--- src/rtl/uart_tx_arbiter_pkg.sv ---
// Shared UART arbiter package: FSM state encoding and default data width.
package uart_tx_arbiter_pkg;

    localparam int DEFAULT_DATA_BITS = 8;

    typedef logic [1:0] state_t;

    localparam state_t ST_IDLE       = 2'd0;
    localparam state_t ST_WRITE      = 2'd1;
    localparam state_t ST_WAIT_START = 2'd2;
    localparam state_t ST_WAIT_DONE  = 2'd3;

endpackage

--- src/rtl/uart_tx_arbiter_rr_select.sv ---
// Round-robin priority search: first requester after Last_Grant, wrapping,
// with Last_Grant itself checked last.
module rr_select #(
    parameter int NUM_REQ = 4
) (
    input  logic [NUM_REQ-1:0]         Req,
    input  logic [$clog2(NUM_REQ)-1:0] Last_Grant,
    output logic [$clog2(NUM_REQ)-1:0] Winner,
    output logic                       Any_Valid
);

    localparam int GW = $clog2(NUM_REQ);

    logic [GW-1:0] idx;

    always_comb begin
        Winner    = '0;
        Any_Valid = 1'b0;
        idx       = Last_Grant;
        for (int i = 0; i < NUM_REQ; i++) begin
            idx = (idx == GW'(NUM_REQ - 1)) ? '0 : idx + GW'(1);
            if (!Any_Valid && Req[idx]) begin
                Any_Valid = 1'b1;
                Winner    = idx;
            end
        end
    end

endmodule

--- src/rtl/uart_tx_arbiter.sv ---
// Round-robin arbiter feeding single bytes from NUM_REQ requesters into one
// UART transmitter, with a watchdog on the transmitter starting.
module uart_tx_arbiter
    import uart_tx_arbiter_pkg::*;
#(
    parameter int NUM_REQ       = 4,
    parameter int DATA_BITS     = DEFAULT_DATA_BITS,
    parameter int START_TIMEOUT = 16
) (
    input  logic                           SysClk,
    input  logic                           Rst_n,
    input  logic [NUM_REQ-1:0]             Req,
    input  logic [NUM_REQ*DATA_BITS-1:0]   Req_Data,
    output logic [NUM_REQ-1:0]             Grant,
    input  logic                           Tx_Busy,
    output logic                           Tx_Write,
    output logic [DATA_BITS-1:0]           Tx_Data,
    output logic                           Timeout_Err,
    output logic [$clog2(NUM_REQ)-1:0]     Last_Grant,
    output state_t                         Fsm_State
);

    localparam int GW = $clog2(NUM_REQ);
    localparam int CW = (START_TIMEOUT > 1) ? $clog2(START_TIMEOUT) : 1;

    state_t                state;
    logic [GW-1:0]         win_q;
    logic [GW-1:0]         last_q;
    logic [GW-1:0]         rr_winner;
    logic                  rr_valid;
    logic [CW-1:0]         cnt;
    logic [DATA_BITS-1:0]  data_q;
    logic                  to_q;

    rr_select #(.NUM_REQ(NUM_REQ)) u_rr_select (
        .Req        (Req),
        .Last_Grant (last_q),
        .Winner     (rr_winner),
        .Any_Valid  (rr_valid)
    );

    always_ff @(posedge SysClk or negedge Rst_n) begin
        if (!Rst_n) begin
            state  <= ST_IDLE;
            win_q  <= '0;
            last_q <= GW'(NUM_REQ - 1);
            cnt    <= '0;
            data_q <= '0;
            to_q   <= 1'b0;
        end else begin
            to_q <= 1'b0;
            case (state)
                ST_IDLE: begin
                    if (!Tx_Busy && rr_valid) begin
                        win_q  <= rr_winner;
                        data_q <= Req_Data[rr_winner*DATA_BITS +: DATA_BITS];
                        state  <= ST_WRITE;
                    end
                end
                ST_WRITE: begin
                    last_q <= win_q;
                    cnt    <= '0;
                    state  <= ST_WAIT_START;
                end
                ST_WAIT_START: begin
                    // The pulse is registered so it lands on the first IDLE cycle.
                    if (Tx_Busy) begin
                        state <= ST_WAIT_DONE;
                    end else if (cnt == CW'(START_TIMEOUT - 1)) begin
                        to_q  <= 1'b1;
                        state <= ST_IDLE;
                    end else begin
                        cnt <= cnt + CW'(1);
                    end
                end
                ST_WAIT_DONE: begin
                    if (!Tx_Busy) state <= ST_IDLE;
                end
                default: state <= ST_IDLE;
            endcase
        end
    end

    // Handshake: Tx_Write and the winner's Grant bit are high together for
    // the single WRITE cycle; Tx_Data is stable from selection until the next one.
    always_comb begin
        Grant = '0;
        if (state == ST_WRITE) Grant[win_q] = 1'b1;
    end

    assign Tx_Write    = (state == ST_WRITE);
    assign Tx_Data     = data_q;
    assign Timeout_Err = to_q;
    assign Last_Grant  = last_q;
    assign Fsm_State   = state;

endmodule

--- config.mk ---
export PLATFORM = sky130hd
export DESIGN_NAME = uart_tx_arbiter
export DESIGN_NICKNAME = d
export VERILOG_FILES = /design/src/rtl/uart_tx_arbiter_pkg.sv /design/src/rtl/uart_tx_arbiter_rr_select.sv /design/src/rtl/uart_tx_arbiter.sv
export SDC_FILE = /design/constraint.sdc
export NUM_CORES = 1
export LEC_CHECK = 0
export BUFFER_PORTS_ARGS = -buffer_cell sky130_fd_sc_hd__buf_4
export CORE_MARGIN = 5
export CORE_UTILIZATION = 39
export CTS_CLUSTER_DIAMETER = 60
export DETAILED_ROUTE_END_ITERATION = 6
export PLACE_DENSITY = 0.69
export SLEW_MARGIN = 20
export SYNTH_ARGS = -nofsm -noshare
export SYNTH_HDL_FRONTEND = slang
export SYNTH_SLANG_ARGS = --single-unit
export TNS_END_PERCENT = 100
--- constraint.sdc ---
create_clock -name SysClk -period 3.1 [get_ports SysClk]
set_clock_uncertainty 0.05 [all_clocks]
set_input_delay 0.31 -clock SysClk [delete_from_list [all_inputs] [get_ports SysClk]]
set_output_delay 0.31 -clock SysClk [all_outputs]
set_load 0.005 [all_outputs]
Yosys cells after proc, flatten, opt, wreduce, memory -nomap -nowiden. Cells that the tools add are included.

Register bits after elaboration: 19. Bits in latches: 0. RAM bits: 0. ROM bits: 0. Output and inout port bits: 18. Memories kept: 0.

Add/sub/neg operators: 5. Multiply operators: 0. Divide/modulo/power cells: 0. $lt $le $gt $ge: 6. Equal/unequal tests: 13. Shifts and indexed selects: 1. Multiplexer cells: 34. Bitwise operators: 0. Reductions and logical operators: 14.

Operators by type and width (count): $shiftx 32x6->8 (1); $mux 2 (12); $lt 2x3->1 const B (5); $eq 2x2->1 const B (6); $mux 1 (12); $mux 4 (3); $add 2x1->2 const B (4); $bmux 1 s2 (4); $ne 2x2->1 const B (4); $pmux 2 s4 (1); $pmux 4 s2 (1); $reduce_and 3->1 (2); $logic_and 1x1->1 (5); $add 4x1->4 const B (1); $eq 4x4->1 const B (1); $logic_not 1->1 (4); $ne 3x3->1 const B (1); $demux 1 s2 (1); $eq 2x1->1 const B (1); $ge 2x1->1 const B (1); $logic_not 2->1 (1); $reduce_and 2->1 (1); $reduce_bool 2->1 (1).

Longest topological paths before layout. Gate-level depths: netlist of the first run.

Depth after elaboration: 17. Mapped depth: 11. Gate-level depth less buffers: 7.

Modules after synthesis. Synthesis of the first run repeated with hierarchy kept, for this count alone.

Cells, all modules: 93. Area, all modules: 1116.1 um^2.

By module, submodules not included: uart_tx_arbiter (instances 1, cells each 78, area an instance 1008.5 um^2, sequential area each 478.0 um^2); rr_select (instances 1, cells each 15, area an instance 107.6 um^2, sequential area each 0.0 um^2).

Worst setup path after synthesis of the first run. OpenSTA, ideal clock, no wires.

Path type: reg2reg. Start: reg last_q[0] (netlist: Last_Grant[0]). End: reg data_q[0] (netlist: Tx_Data[0]). Data arrival time: 2.623 ns. Data required time: 2.924 ns. Setup slack: 0.301 ns. Stages on the path, launching flop included: 11. Path buffers: 3. Clock period less this slack: 2.799 ns. Cell sequence: dfstp_2 -> ha_1 -> buf_6 -> buf_2 -> xor2_1 -> a32o_1 -> a2111oi_1 -> a221oi_2 -> or2_1 -> buf_2 -> a221o_1.

Word-level cells in the longest chain between the ends: 16. Elaborated cells between the ends (all ways): 37. Classes of those cells: add/sub (4); eq/ne (4); shift (1); mux (20); reduce/logical (8).

Ends and longest elaborated chain: start: declaration (RTL line uart_tx_arbiter.sv:28) `logic [GW-1:0] last_q;`; start signal: assignment (RTL line uart_tx_arbiter.sv:46) `last_q <= GW'(NUM_REQ - 1);`; start signal: assignment (RTL line uart_tx_arbiter.sv:61) `last_q <= win_q;`; $add 2x1->2 / $eq 2x2->1 (equally long branches) (RTL line uart_tx_arbiter_rr_select.sv:21) `idx = (idx == GW'(NUM_REQ - 1)) ? '0 : idx + GW'(1);`; $mux 2 * (RTL line uart_tx_arbiter_rr_select.sv:21); parallel branches: the longest is 14 deep, another holds $add 2x1->2; end signal: assignment (RTL line uart_tx_arbiter.sv:56) `data_q <= Req_Data[rr_winner*DATA_BITS +: DATA_BITS];`; end: declaration (RTL line uart_tx_arbiter.sv:32) `logic [DATA_BITS-1:0] data_q;`.

Every way passes the cells marked *. The select of a mux whose other input is x is not followed. A chain may end at the register's enable or synchronous reset.

Worst setup path in the final report of the first run.
Start: reg last_q[1] (netlist: Last_Grant[1]). End: reg data_q[5] (netlist: Tx_Data[5]).

The elaborated chain is that of the path after synthesis.

==> results of run 1 <==
## area by class of cell
type	count	area share, %
well taps	48	3.10
inverters	8	1.55
repair buffers	64	24.9
multi-input cells	117	43.4
clock inverters	1	0.258
flip-flops and latches	19	24.7
clock buffers	3	2.13
## per-layer routing
layer  part of all wire, %  up-vias  global-route usage, %
met5                     0        -                      0
met1                    46      640                   19.2
li1                      -      691                      -
met2                    45       44                   23.2
met4                   1.4        0                   5.11
met3                   7.7        5                   4.17
## metrics by stage
| step | hold slack [ns] | utilization [%] |
|---|---|---|
| final | 0.221 | 53.7 |
| after global routing | 0.265 | 53.7 |
| after CTS | 0.220 | 53.7 |
| after detailed placement | 0.150 | 52.2 |
| after global placement | 0.149 | 52.2 |
| after floorplan | -0.0356 | - |
## sequential cells by signal (all words and copies together), names as in the netlist
register,flops
cnt,4
Timeout_Err,1
Last_Grant,2
Tx_Data,8
win_q,2
Fsm_State,2
## worst max-delay path, stage by stage, from the launching register on
cell	delay, ns
sky130_fd_sc_hd__dfstp_2	0.55
sky130_fd_sc_hd__ha_1	0.27
sky130_fd_sc_hd__mux4_2	0.59
sky130_fd_sc_hd__a221o_1	0.28
sky130_fd_sc_hd__a31o_1	0.22
sky130_fd_sc_hd__buf_4	0.22
sky130_fd_sc_hd__mux2i_1	0.18
sky130_fd_sc_hd__nor2_1	0.06
sky130_fd_sc_hd__a221o_1	0.34
## final timing paths
path                                      startpoint                         to  slack, ns
min in group asynchronous                      Rst_n         cnt[0]$_DFFE_PN0P_       0.40
hold / removal                               Tx_Busy   Fsm_State[0]$_DFFE_PN0P_       0.22
setup / recovery           Last_Grant[1]$_DFFE_PN1P_     Tx_Data[5]$_DFFE_PN0P_       0.22
setup reg to reg           Last_Grant[1]$_DFFE_PN1P_     Tx_Data[5]$_DFFE_PN0P_       0.22
hold reg to reg            Last_Grant[1]$_DFFE_PN1P_  Last_Grant[1]$_DFFE_PN1P_       0.43
max in group asynchronous                      Rst_n  Last_Grant[0]$_DFFE_PN1P_       2.33
## power groups by stage
stage / Clock (W) / Combinational [W] / Sequential [W]
after floorplan: 0 / 0.000799 / 0.000432
after global placement: 0 / 0.00108 / 0.000437
after detailed placement: 0 / 0.00110 / 0.000437
after CTS: 0.000179 / 0.00110 / 0.000436
after global routing: 0.000190 / 0.00120 / 0.000453
final: 0.000174 / 0.00108 / 0.000437
## kinds of logic (layout without fill, tap and decap cells)
kind of cell / after synthesis / count (layout) / share of synthesized area, %
flip-flops: 19 / 19 / 33.6
AO/OA/AOI/OAI: 30 / 30 / 16.7
XOR/XNOR: 3 / 3 / 1.85
AND/OR/NAND/NOR: 61 / 61 / 22.2
adder cells (fa/ha/maj): 2 / 2 / 1.76
multiplexers: 21 / 21 / 16.5
buffers and inverters: 20 / 76 / 7.38
## placed cells by master (no fill, tap or decap), types with 2 or more instances in the layout
cell and instances:
sky130_fd_sc_hd__a21oi_1 3, sky130_fd_sc_hd__a221o_1 9, sky130_fd_sc_hd__a31oi_1 2, sky130_fd_sc_hd__and3_1 2, sky130_fd_sc_hd__buf_4 63, sky130_fd_sc_hd__clkbuf_8 3
sky130_fd_sc_hd__dfrtp_1 17, sky130_fd_sc_hd__dfstp_2 2, sky130_fd_sc_hd__ha_1 2, sky130_fd_sc_hd__inv_1 8, sky130_fd_sc_hd__mux2i_1 19, sky130_fd_sc_hd__mux4_2 2
sky130_fd_sc_hd__nand2_1 13, sky130_fd_sc_hd__nand2b_1 2, sky130_fd_sc_hd__nand3_1 7, sky130_fd_sc_hd__nor2_1 14, sky130_fd_sc_hd__nor2b_1 8, sky130_fd_sc_hd__nor3b_1 2
sky130_fd_sc_hd__nor4_1 8, sky130_fd_sc_hd__o21ai_0 6, sky130_fd_sc_hd__xor2_1 2
## what timing repair did
| item | 4_1_cts | 5_1_grt |
|---|---|---|
| resized for setup | 0 | 0 |
| setup buffers | 0 | 0 |
| endpoints found under the hold margin | 17 | 0 |
| hold buffers | 1 | 0 |
==> results.md, run 1 <==
- Total GRT Usage: 14.7%
- Area of the multi-input gates: 841 um2
- Area taken by flip-flops and latches: 478 um2
- Startpoint Class: flip-flop
- Most instantiated library cell after synthesis: sky130_fd_sc_hd__mux2i_1
- Total count of max-transition violations in the final report: 0
- Areal power density over the cells: 871 nW/um2
- Design area: 1940 um2
- Post-synthesis instance total: 156
- Clock slew seen by the registers of the worst setup and hold paths: 0.07 ns
- Min setup slack post-route: 0.224 ns
- Clock buffer count from CTS: 3
- Min Clock Period, post-route: 2.88 ns
- MaxCap Viol Count: 0
- Die Width: 70.4 um
- Number of enable flip-flop cells after synthesis: 0
- Number of antenna violations at the first check in global routing: 0
- Proportion of netlist area held by the largest area contributor: 29.9%
- Syn_nets: 197
- Number of distinct library cells after synthesis: 39
- Number of filler instances in the final layout: 341
- Fraction of power consumed by sequential logic: 25.9%
- CTS Root Cell: sky130_fd_sc_hd__clkbuf_8
- Worst-Margin Slew: 0.854 ns
- Worst max-slew margin expressed relative to the limit: 42.9%
- Sw Ratio: 41.4%
- First-pass GRT wire length: 6020 um
- Via Count: 1380
- Max FO, Critical Path: 17
- Initial DRT Pass Iterations: 4
- Average instance area after synthesis: 9.13 um2
- Final total negative setup slack: 0 ns
- Cell area after technology mapping: 1420 um2
- Number of levels the H-tree was split into: 1
- Global placer's final weighted congestion: 0.840
- Area of the die: 4960 um2
- Vert. Die Dim: 70.4 um
- Achievable frequency: 348 MHz
- Setup Crit Path Kind: flip-flop to flip-flop
- Grt total ovfl: 0
- Dominant synthesized flop cell: sky130_fd_sc_hd__dfrtp_1
- Depth of the most critical reg-to-reg path: 8
- Worst Hold Path Cells: 3
- Insertion delay of the later-clocked pin in the worst-skew pair: 0.26 ns
- Layout overhead on the synthesized area: 36.1%
- Net switching power figure: 0.000699 W
- Part of the power in combinational logic: 63.8%
- Clock tree from TritonCTS: yes
- Commonest cells post-synth: sky130_fd_sc_hd__mux2i_1 (19), sky130_fd_sc_hd__dfrtp_1 (17), sky130_fd_sc_hd__nor2_1 (14)
- Proportion of layout cells with a drive suffix above 1: 34.4%
- Area of the core: 3610 um2
- Fraction of registers with async set/reset: 100%
- Initial core utilization: 39.5%
- Top area cells in the synthesized netlist: sky130_fd_sc_hd__dfrtp_1 (30%), sky130_fd_sc_hd__mux2i_1 (13%), sky130_fd_sc_hd__a221o_1 (6.3%)
- Class of the tightest hold or removal check: input pin to flip-flop
- Number of global-route vias before repair: 1367
- HPWL after detailed placement: 2660 um
- Result of the run: finished clean
- Number of clock sinks: 19
- Sum of internal, switching and leakage power: 0.00169 W
- Count of synthesis-stage warnings from yosys: 0
- Antenna fix cells: 0
- First-iteration detailed-routing DRC count: 95
- Setup repair after global routing missed its margin: false
- DRC violations left: 0
- Flops & latches, synth: 19
- Count of final hold-check violations: 0
- Drt total wl: 3470 um
- Placed cell area: 1880 um2
- Cell count after placement: 255
- Nature of the critical path endpoint: flip-flop
- Internal portion of total power: 0.000989 W
- Final period util: 92.8%
- Vias per inst: 5.31
- Average wire per standard cell: 13.3 um
- Arrival time of the worst setup path: 2.97 ns
- Finish-stage setup viols: 0
- Cell leakage power: 0.949 nW
- Worst EP required: 3.19 ns
- Routed Antenna Nets: 0
- Post-placement worst setup slack: 0.222 ns
- Portion of the post-synthesis area used by sequential elements: 33.6%
- Core Rows: 22
- VDD IR max: 0.349 mV
- Largest area contributor in the netlist: sky130_fd_sc_hd__dfrtp_1
- Pin count of the biggest net entering global routing: 26
- Clock share of power: 10.3%
- Max Root-Sink Buffers: 2
- Quantity of I/O buffers inserted on ports: 56
- IO Count: 57
- Total Nets Final: 254
- Post-route insts no fill: 260
Power figures use the tool's default switching activity.
==> run 2: changes to the inputs <==
--- a/config.mk
+++ b/config.mk
@@ -5,12 +5,15 @@
 export SDC_FILE = /design/constraint.sdc
 export NUM_CORES = 1
 export LEC_CHECK = 0
+export ABC_AREA = 1
 export BUFFER_PORTS_ARGS = -buffer_cell sky130_fd_sc_hd__buf_4
+export CELL_PAD_IN_SITES_DETAIL_PLACEMENT = 1
+export CELL_PAD_IN_SITES_GLOBAL_PLACEMENT = 1
 export CORE_MARGIN = 5
-export CORE_UTILIZATION = 39
+export CORE_UTILIZATION = 33
 export CTS_CLUSTER_DIAMETER = 60
 export DETAILED_ROUTE_END_ITERATION = 6
-export PLACE_DENSITY = 0.69
+export PLACE_DENSITY = 0.81
 export SLEW_MARGIN = 20
 export SYNTH_ARGS = -nofsm -noshare
 export SYNTH_HDL_FRONTEND = slang
==> run 2 against run 1 <==
Effect of this change:
- utilization is 7.9 points lower
- hold slack better by 0.091 ns
- flip-flop and latch count stayed put
- clock-buffer cell count stayed put
- largest cell class unchanged
- register-to-register slack better by 0.39 ns
- fmax is 16% higher
- critical path type unchanged
==> results.md, run 2 <==
- Number of distinct library cells after synthesis: 26 (was 39)
- Syn_nets: 260 (was 197)
- Area of the die: 5980 um2 (was 4960 um2)
- Initial core utilization: 34.1% (was 39.5%)
- HPWL after detailed placement: 3450 um (was 2660 um)
- Cell leakage power: 1.13 nW (was 0.949 nW)
- Worst-case hold slack: 0.312 ns (was 0.221 ns)
- Flop-to-flop setup slack: 0.61 ns (was 0.22 ns)
- Final total negative setup slack: 0 ns (unchanged)
- Insertion delay of the later-clocked pin in the worst-skew pair: 0.26 ns (about the same)
- Total Nets Final: 320 (was 254)
- Global placer's final weighted congestion: 0.853 (was 0.840)
- Most frequent cells in the layout: sky130_fd_sc_hd__nand2_1 (64), sky130_fd_sc_hd__buf_4 (57), sky130_fd_sc_hd__nand3_1 (40) (was sky130_fd_sc_hd__buf_4 (63), sky130_fd_sc_hd__mux2i_1 (19), sky130_fd_sc_hd__dfrtp_1 (17))
- Dominant synthesized flop cell: sky130_fd_sc_hd__dfrtp_1 (unchanged)
- Antenna fix cells: 0 (unchanged)
- Number of buffers inserted to repair setup after CTS: 0 (unchanged)
- Worst Hold Path Cells: 4 (was 3)
- Most common library cell in the layout ignoring fill and taps: sky130_fd_sc_hd__nand2_1 (was sky130_fd_sc_hd__buf_4)
- Die Width: 77.3 um (was 70.4 um)
- Proportion of netlist area held by the largest area contributor: 28.5% (was 29.9%)
- Core Rows: 24 (was 22)
- Most instantiated library cell after synthesis: sky130_fd_sc_hd__nand2_1 (was sky130_fd_sc_hd__mux2i_1)
- Top area cells in the synthesized netlist: sky130_fd_sc_hd__dfrtp_1 (28%), sky130_fd_sc_hd__nand2_1 (16%), sky130_fd_sc_hd__nand3_1 (13%) (was sky130_fd_sc_hd__dfrtp_1 (30%), sky130_fd_sc_hd__mux2i_1 (13%), sky130_fd_sc_hd__a221o_1 (6.3%))
- Result of the run: finished clean (unchanged)
- First-iteration detailed-routing DRC count: 54 (was 95)
- Setup repair after global routing missed its margin: false (unchanged)
- CTS Root Cell: sky130_fd_sc_hd__clkbuf_8 (unchanged)
- Vias per inst: 4.60 (was 5.31)
- Sum of internal, switching and leakage power: 0.00223 W (was 0.00169 W)
- Vert. Die Dim: 77.3 um (was 70.4 um)
- Max FO, Critical Path: 25 (was 17)
- Worst max-slew margin expressed relative to the limit: 77.2% (was 42.9%)
- Final period util: 80.2% (was 92.8%)
- Total GRT Usage: 14.6% (was 14.7%)
- Cell area after technology mapping: 1500 um2 (was 1420 um2)
- Number of clock sinks: 19 (unchanged)
- Class of the tightest hold or removal check: input pin to flip-flop (unchanged)
- Setup Crit Path Kind: flip-flop to flip-flop (unchanged)
- Layout overhead on the synthesized area: 34.5% (was 36.1%)
- Flops & latches, synth: 19 (unchanged)
- Count of final hold-check violations: 0 (unchanged)
- Arrival time of the worst setup path: 2.58 ns (was 2.97 ns)
- Clock tree from TritonCTS: yes (unchanged)
- Clock buffer count from CTS: 3 (unchanged)
- Total count of max-transition violations in the final report: 0 (unchanged)
- Max Root-Sink Buffers: 2 (unchanged)
- Commonest cells post-synth: sky130_fd_sc_hd__nand2_1 (64), sky130_fd_sc_hd__nand3_1 (40), sky130_fd_sc_hd__inv_1 (32) (was sky130_fd_sc_hd__mux2i_1 (19), sky130_fd_sc_hd__dfrtp_1 (17), sky130_fd_sc_hd__nor2_1 (14))
- Worst-Margin Slew: 0.341 ns (was 0.854 ns)
- MaxCap Viol Count: 0 (unchanged)
- Portion of the post-synthesis area used by sequential elements: 32.0% (was 33.6%)
- Clock slew seen by the registers of the worst setup and hold paths: 0.08 ns (was 0.07 ns)
- Via Count: 1518 (was 1380)
- Quantity of hold-fixing buffers added after cts: 1 (unchanged)
- Areal power density over the cells: 1110 nW/um2 (was 871 nW/um2)
- Number of levels the H-tree was split into: 1 (unchanged)
- Initial DRT Pass Iterations: 4 (unchanged)
- Nature of the critical path endpoint: flip-flop (unchanged)
- Startpoint Class: flip-flop (unchanged)
- Number of enable flip-flop cells after synthesis: 0 (unchanged)
- Depth of the most critical reg-to-reg path: 14 (was 8)
- Flip-flop count of the largest register, all copies and words added: 8 (unchanged)
- DRC violations left: 0 (unchanged)
- Finish-stage setup viols: 0 (unchanged)
- Number of global-route vias before repair: 1572 (was 1367)
- Area of the core: 4380 um2 (was 3610 um2)
- First-pass GRT wire length: 7330 um (was 6020 um)
- Min Clock Period, post-route: 2.49 ns (was 2.88 ns)
- Count of synthesis-stage warnings from yosys: 0 (unchanged)
- VDD IR max: 0.613 mV (was 0.349 mV)
- Largest area contributor in the netlist: sky130_fd_sc_hd__dfrtp_1 (unchanged)
- Average instance area after synthesis: 6.83 um2 (was 9.13 um2)
- Number of gates resized after cts: 0 (unchanged)
- IO Count: 57 (unchanged)
- Drt total wl: 4280 um (was 3470 um)
- Pin count of the biggest net entering global routing: 26 (unchanged)
- Grt total ovfl: 0 (unchanged)
- Post-synthesis instance total: 219 (was 156)
- Quantity of I/O buffers inserted on ports: 56 (unchanged)
- Fraction of registers with async set/reset: 100% (unchanged)
- Proportion of layout cells with a drive suffix above 1: 33.8% (was 34.4%)
- Worst EP required: 3.20 ns (was 3.19 ns)
- Average wire per standard cell: 13.0 um (was 13.3 um)
- Routed Antenna Nets: 0 (unchanged)
- Achievable frequency: 402 MHz (was 348 MHz)
- Number of antenna violations at the first check in global routing: 0 (unchanged)
-- run 2: cell count changes in the layout (fill, tap and decap cells not counted), sizes merged, moves of 9 or more --
cell	delta
or2	+9
nand2	+67
inv	+28
nand3	+37
a221o	-9
mux2i	-19
-- run 2: worst max-delay path, cell delays in order, from the launching register on --
cell and delay, ns:
sky130_fd_sc_hd__dfstp_2 0.63, sky130_fd_sc_hd__ha_1 0.34, sky130_fd_sc_hd__inv_2 0.12, sky130_fd_sc_hd__nand2_2 0.07, sky130_fd_sc_hd__nand2_1 0.10, sky130_fd_sc_hd__nand2_1 0.07, sky130_fd_sc_hd__nand2_2 0.06, sky130_fd_sc_hd__inv_1 0.05
sky130_fd_sc_hd__nand3_2 0.09, sky130_fd_sc_hd__nand2_2 0.07, sky130_fd_sc_hd__nand2_4 0.11, sky130_fd_sc_hd__nand2_4 0.16, sky130_fd_sc_hd__or2_2 0.32, sky130_fd_sc_hd__nand3_1 0.07, sky130_fd_sc_hd__nand3_1 0.07
-- run 2: logic make-up (layout without fill, tap and decap cells) --
kind of cell / Yosys count / after routing / synth area share [%]
flops: 19 / 19 / 32.0
simple gates: 148 / 148 / 50.5
xor+xnor: 2 / 2 / 1.17
fa+ha+maj: 2 / 2 / 1.67
buf+inv: 39 / 98 / 11.3
compound gates: 9 / 9 / 3.35
-- run 2: path summary, 6_finish.rpt --
kind | startpoint | to
worst max-delay path | Last_Grant[0]$_DFFE_PN1P_ | Tx_Data[6]$_DFFE_PN0P_
worst min-delay path | Req_Data[14] | Tx_Data[6]$_DFFE_PN0P_
worst max register to register | Last_Grant[0]$_DFFE_PN1P_ | Tx_Data[6]$_DFFE_PN0P_
worst min register to register | Tx_Data[5]$_DFFE_PN0P_ | Tx_Data[5]$_DFFE_PN0P_
max in group asynchronous | Rst_n | Last_Grant[1]$_DFFE_PN1P_
min in group asynchronous | Rst_n | Fsm_State[1]$_DFFE_PN0P_
-- run 2: final cells by class --
type | instances | area [um2]
Clock buffer | 3 | 41.3
Inverter | 36 | 135
Sequential cell | 19 | 478
Timing Repair Buffer | 58 | 438
Tap cell | 52 | 65.1
Clock inverter | 1 | 5.00
Fill cell | 586 | 2370
Multi-Input combinational cell | 161 | 848
-- run 2: per-layer routing --
layer / vias up / global-route usage, % / part of all wire (%) / wire (um)
met4: 0 / 5.15 / 1.0 / 43
met2: 42 / 24.7 / 48 / 2070
met1: 671 / 18.5 / 45 / 1910
li1: 801 / - / - / -
met5: - / 0 / 0 / 0
met3: 4 / 2.93 / 6.0 / 255
-- run 2: stage by stage --
step | utilization [%] | worst slack [ns] | instance area [um2] | cells
2_1_floorplan | - | 0.881 | 1500 | 219
3_3_place_gp | 44.6 | 0.724 | 1950 | 325
3_5_place_dp | 44.6 | 0.632 | 1950 | 325
4_1_cts | 45.9 | 0.609 | 2010 | 330
5_1_grt | 45.9 | 0.427 | 2010 | 330
6_report | 45.9 | 0.613 | 2010 | 330
-- run 2: power by group --
group          switching (W)  internal [W]  leakage (nW)
combinational        0.00100      0.000595         0.869
sequential         0.0000945      0.000355         0.237
clock              0.0000880     0.0000895        0.0255
